==> src/rtl/tlc_phase_timer.sv <==
// Phase timer and road-B sensor conditioner feeding the traffic light controller.
// Decodes the lamp bus, pulses timer_done at the end of amber and gates traffic_B on minimum green.
module tlc_phase_timer #(
    parameter int unsigned AMBER_CYCLES     = 5,
    parameter int unsigned DEBOUNCE_CYCLES  = 4,
    parameter int unsigned MIN_GREEN_CYCLES = 8
) (
    input  logic       clk,
    input  logic       rst,
    input  logic       sensor_raw,
    input  logic [6:0] traffic_out,
    output logic       timer_done,
    output logic       traffic_B,
    output logic       phase_err
);

    localparam int unsigned AW = $clog2(AMBER_CYCLES + 2);
    localparam int unsigned DW = $clog2(DEBOUNCE_CYCLES + 1);
    localparam int unsigned GW = $clog2(MIN_GREEN_CYCLES + 1);

    localparam logic [6:0] PAT_GARB = 7'b0001100;
    localparam logic [6:0] PAT_AARB = 7'b1001010;
    localparam logic [6:0] PAT_RAGB = 7'b0100001;
    localparam logic [6:0] PAT_RAAB = 7'b1010001;

    logic [6:0]    r_pat_q;
    logic          r_sync1;
    logic          r_sync2;
    logic          r_sensor_db;
    logic [DW-1:0] r_db_cnt;
    logic [AW-1:0] r_amber_cnt;
    logic [GW-1:0] r_green_cnt;
    logic          r_timer_done;
    logic          r_traffic_b;
    logic          r_phase_err;

    logic          w_legal;
    logic          w_amber;
    logic          w_green;
    logic          w_same;
    logic [AW-1:0] w_amber_nxt;
    logic [GW-1:0] w_green_nxt;
    logic [DW-1:0] w_db_cnt_nxt;
    logic          w_sensor_db_nxt;
    logic          w_timer_done_nxt;
    logic          w_traffic_b_nxt;

    // Phase decode, phase counters, debouncer and min-green gate next-state.
    always_comb begin
        w_legal          = (traffic_out == PAT_GARB) || (traffic_out == PAT_AARB) ||
                           (traffic_out == PAT_RAGB) || (traffic_out == PAT_RAAB);
        w_amber          = w_legal && traffic_out[6];
        w_green          = w_legal && !traffic_out[6];
        w_same           = (traffic_out == r_pat_q);
        w_amber_nxt      = '0;
        w_green_nxt      = '0;
        w_db_cnt_nxt     = '0;
        w_sensor_db_nxt  = r_sensor_db;

        if (w_amber) begin
            if (!w_same) begin
                w_amber_nxt = AW'(1);
            end else if (r_amber_cnt == AW'(AMBER_CYCLES + 1)) begin
                w_amber_nxt = r_amber_cnt;
            end else begin
                w_amber_nxt = r_amber_cnt + AW'(1);
            end
        end

        if (w_green) begin
            if (!w_same) begin
                w_green_nxt = GW'(1);
            end else if (r_green_cnt == GW'(MIN_GREEN_CYCLES)) begin
                w_green_nxt = r_green_cnt;
            end else begin
                w_green_nxt = r_green_cnt + GW'(1);
            end
        end

        // The count never stores DEBOUNCE_CYCLES: the final agreeing sample flips the level directly.
        if (r_sync2 != r_sensor_db) begin
            if (r_db_cnt == DW'(DEBOUNCE_CYCLES - 1)) begin
                w_sensor_db_nxt = !r_sensor_db;
            end else begin
                w_db_cnt_nxt = r_db_cnt + DW'(1);
            end
        end

        w_timer_done_nxt = (w_amber_nxt == AW'(AMBER_CYCLES));
        w_traffic_b_nxt  = (w_green && (w_green_nxt == GW'(MIN_GREEN_CYCLES))) ? r_sensor_db
                                                                                 : r_traffic_b;
    end

    always_ff @(posedge clk or posedge rst) begin
        if (rst) begin
            r_pat_q      <= '0;
            r_sync1      <= 1'b0;
            r_sync2      <= 1'b0;
            r_sensor_db  <= 1'b0;
            r_db_cnt     <= '0;
            r_amber_cnt  <= '0;
            r_green_cnt  <= '0;
            r_timer_done <= 1'b0;
            r_traffic_b  <= 1'b0;
            r_phase_err  <= 1'b0;
        end else begin
            r_pat_q      <= traffic_out;
            r_sync1      <= sensor_raw;
            r_sync2      <= r_sync1;
            r_sensor_db  <= w_sensor_db_nxt;
            r_db_cnt     <= w_db_cnt_nxt;
            r_amber_cnt  <= w_amber_nxt;
            r_green_cnt  <= w_green_nxt;
            r_timer_done <= w_timer_done_nxt;
            r_traffic_b  <= w_traffic_b_nxt;
            r_phase_err  <= !w_legal;
        end
    end

    assign timer_done = r_timer_done;
    assign traffic_B  = r_traffic_b;
    assign phase_err  = r_phase_err;

endmodule

==> config.mk <==
export PLATFORM = sky130hd
export DESIGN_NAME = tlc_phase_timer
export DESIGN_NICKNAME = d
export VERILOG_FILES = /design/src/rtl/tlc_phase_timer.sv
export SDC_FILE = /design/constraint.sdc
export NUM_CORES = 1
export LEC_CHECK = 0
export ABC_AREA = 1
export CORE_MARGIN = 2
export CORE_UTILIZATION = 45
export CTS_CLUSTER_SIZE = 8
export DETAILED_ROUTE_END_ITERATION = 10
export PLACE_DENSITY = 0.76
export SLEW_MARGIN = 0
export SYNTH_ARGS = -nofsm -noshare
export SYNTH_HDL_FRONTEND = slang
export SYNTH_SLANG_ARGS = --single-unit
==> constraint.sdc <==
create_clock -name clk -period 1.6 [get_ports clk]
set_input_delay 0.32 -clock clk [delete_from_list [all_inputs] [get_ports clk]]
set_output_delay 0.32 -clock clk [all_outputs]
set_load 0.01 [all_outputs]
==> summary.md <==
| Metric | Value |
|---|---|
| Logic pwr share | `16.4%` |
| Synth unique cells | `21` |
| Initial antenna violation count | `0` |
| CTS tree | `done` |
| Min Tclk post-route | `1.503 ns` |
| Hold_sp | `traffic_out[1]` |
| R2R cell count | `9` |
| Seq cells post-synth | `23` |
| CP arrival | `~1.2 ns` |
| Synthesized area | `1160 µm²` |
| Die area | `about 3000 µm²` |
| Net Sw Frac | `26.24%` |
| Max_slew headroom | `between 70% and 80%` |
| Drt total wl | `1906 µm` |
| Clk pwr share | `24.0%` |
| Detail Placement HPWL | `~1500 µm` |
| Hold Crit Class | `in -> reg` |
| Hold Vio Cnt, Final | `0` |
| Synthesized area per cell | `8.344 µm²` |
| Internal power | `0.8084 mW` |
| Clk_skew | `0.003406 ns` |
| Reg2Reg Setup Slack | `0.13 ns` |
| Top FF cell, synth | `dfrtp_1` |
| NumNets Final | `175` |
| Initial Util | `between 40% and 50%` |
| Non-Filler Instances | `189` |
| Max Clk Rate | `about 0.67 GHz` |
| FF-to-FF Start | `r_green_cnt[0]` |
| Root Buffer | `clkbuf_4` |
| DRT antenna net count | `0` |
| Count of flip-flops with a built-in enable after synthesis | `0` |
| Via density | `between 4 and 5` |
| Share of layout cells above drive strength 1 | `11.32%` |
| Pin count of the biggest net entering global routing | `15` |
| Via Count | `850` |
| Final worst slack | `around 0.097 ns` |
| Clk buf depth | `2` |
| Synth warn | `0` |
| Area grow syn2layout | `20.28%` |
| # setup viols final | `0` |
| Number of global-route vias before repair | `796` |
| Reg power frac | `between 50 and 60%` |
| Post-synthesis sequential area ratio | `roughly 50%` |
| Outcome | `finished clean` |
| Mapped Cells | `139` |
| Crit path to | `timer_done` |
| Hold Buf Count CTS | `0` |
| Placer congestion estimate | `0.8149` |
| Worst Max-Slew Pin Slew | `0.4061 ns` |
| DR pass1 iterations | `4` |
| DIE HEIGHT | `54.77 µm` |
| Gr ovfl total | `0` |
| Peak per-stage delay on the critical path | `0.53 ns` |
| Async set-or-reset flop fraction in the synthesized netlist | `100.0%` |
| # DRC | `0` |
| Worst skew pair latency | `0.31 ns` |
| Final Util | `56.83%` |
| Max FO, Critical Path | `1` |
| Max-cap violations | `0` |
| Levels on crit path | `1` |
| Critical-path cell list | `clkdlybuf4s50_1` |
| DP Worst Slack | `-0.2308 ns` |
| Leakage | `0.7386 nW` |
| Worst-path clk slew | `0.12 ns` |
| Startpoint Class | `register` |
| Tcrit/Tclk final | `93.92%` |
| CP delay by family, top | `buffers and inverters` |
| WS Path Type | `reg -> out` |
| Hold Slack | `between 0.15 and 0.2 ns` |
| DR iter-0 viols | `3` |
| I/O Pins | `13` |
| Port-buffer cells | `12` |
| Area of the core | `2455 µm²` |
| PwrDens | `785.6 nW/µm²` |
| RSZ-0062 raised after global routing | `false` |
| Num Clock Sinks | `23` |
| First-pass GRT wire length | `3298 µm` |
| Slowest cell on the critical path | `clkdlybuf4s50_1` |
| N_diodes | `0` |
| R2R Path End | `traffic_B` |
| Syn nets | `154` |
| Total GRT Usage | `15.91%` |
| Rows | `18` |
| WL/cell | `around 10 µm` |
| TritonCTS Buffers | `3` |
| P_sw | `0.2876 mW` |
| Placed cells | `185` |
| Slew Limit Fails | `0` |
| # resized after CTS | `0` |
| Endpoint class of the critical path | `primary output` |
| Peak VDD IR | `roughly 600 µV` |
| WP buf/inv | `1` |
| Worst setup startpoint | `timer_done` |
| Required @ worst endpoint | `1.28 ns` |
| DIE WIDTH | `54.77 µm` |
| H-tree depth | `1` |
| Total setup buffers inserted after CTS | `0` |
-- flip-flops by register name (all words and copies together), names as in the netlist --
name / cells
timer_done: 1
r_sync1: 1
r_pat_q: 7
r_sync2: 1
r_green_cnt: 4
r_db_cnt: 3
phase_err: 1
r_sensor_db: 1
traffic_B: 1
r_amber_cnt: 3
-- layout by cell type, fill, tap and decap left out --
cell / netlist / final
ha_1: 5 / 5
xor2_1: 2 / 2
clkinv_2: 0 / 1
xnor2_1: 4 / 4
dlymetal6s2s_1: 0 / 3
o21ai_0: 1 / 1
nand4_1: 3 / 3
mux2_2: 1 / 1
a21boi_0: 1 / 1
nor2_4: 1 / 1
nor3_1: 3 / 3
buf_4: 0 / 3
nand2_1: 37 / 37
buf_12: 0 / 1
dfrtp_1: 23 / 23
a21oi_2: 1 / 1
inv_1: 28 / 28
nor2_1: 13 / 13
nand3_1: 6 / 6
clkdlybuf4s50_1: 0 / 9
inv_2: 2 / 2
a21oi_1: 1 / 1
nor3b_1: 1 / 1
nand3_2: 2 / 2
clkbuf_4: 0 / 3
nor2_2: 3 / 3
mux2i_1: 1 / 1
-- metal layers --
layer / vias up / part of all wire [%] / global-route usage (%) / wire length, µm
li1: 461 / - / - / -
met1: 373 / 47 / 19.61 / 888
met2: 11 / 49 / 25.40 / 934
met3: 5 / 2.0 / 3.279 / 39
met4: 0 / 2.2 / 9.583 / 42
met5: - / 0 / 0 / 0
-- layout make-up --
| type | count | area (µm²) |
|---|---|---|
| Fill cell | 237 | 1060 |
| Sequential cell | 23 | 575.6 |
| Multi-Input combinational cell | 86 | 471.7 |
| Timing Repair Buffer | 16 | 170.2 |
| Inverter | 30 | 112.6 |
| Tap cell | 30 | 37.54 |
| Clock buffer | 3 | 22.52 |
| Clock inverter | 1 | 5.005 |
-- worst min path at each step --
stage | endpoint | slack (ns) | cells past startpoint
floorplan | phase_err | 0.32 | 1
global placement | r_sync2 | 0.33 | 0
detailed placement | r_sync2 | 0.34 | 0
CTS | r_amber_cnt[0] | 0.28 | 2
global route | r_pat_q[3] | 0.21 | 1
finish | r_pat_q[1] | 0.20 | 1
-- power by group through the flow --
stage / Sequential [mW] / Combinational (mW) / Clock [mW]
floorplan: 0.660 / 0.122 / 0
global placement: 0.664 / 0.177 / 0
detailed placement: 0.667 / 0.181 / 0
CTS: 0.655 / 0.182 / 0.280
global route: 0.660 / 0.206 / 0.300
finish: 0.654 / 0.179 / 0.263
-- cells in the mapped netlist (2+ instances only) --
| cell type | instances | area [µm²] |
|---|---|---|
| nand2_1 | 37 | 138.9 |
| inv_1 | 28 | 105.1 |
| nor2_2 | 3 | 18.77 |
| nand4_1 | 3 | 18.77 |
| xor2_1 | 2 | 17.52 |
| nor3_1 | 3 | 15.01 |
| inv_2 | 2 | 7.510 |
| dfrtp_1 | 23 | 575.6 |
| nand3_1 | 6 | 30.03 |
| nor2_1 | 13 | 48.80 |
| xnor2_1 | 4 | 35.03 |
| nand3_2 | 2 | 20.02 |
| ha_1 | 5 | 62.56 |
-- cells by family (layout without fill, tap and decap cells) --
family	Yosys count	after routing	synth area share, %
multiplexers	2	2	1.834
XOR/XNOR	6	6	4.531
adder cells (fa/ha/maj)	5	5	5.394
AO/OA/AOI/OAI	4	4	2.265
flip-flops	23	23	49.62
AND/OR/NAND/NOR	69	69	26.65
buffers and inverters	30	50	9.709
-- through the flow --
stage               TNS [ns]  area (µm²)  power (mW)
detailed placement    -1.017        1360      0.8481
global route               0        1395       1.167
CTS                        0        1388       1.118
floorplan                  0        1160      0.7821
finish                     0        1395       1.096
global placement     -0.8590        1360      0.8409
Note: power is estimated with default switching activity, not from simulation.
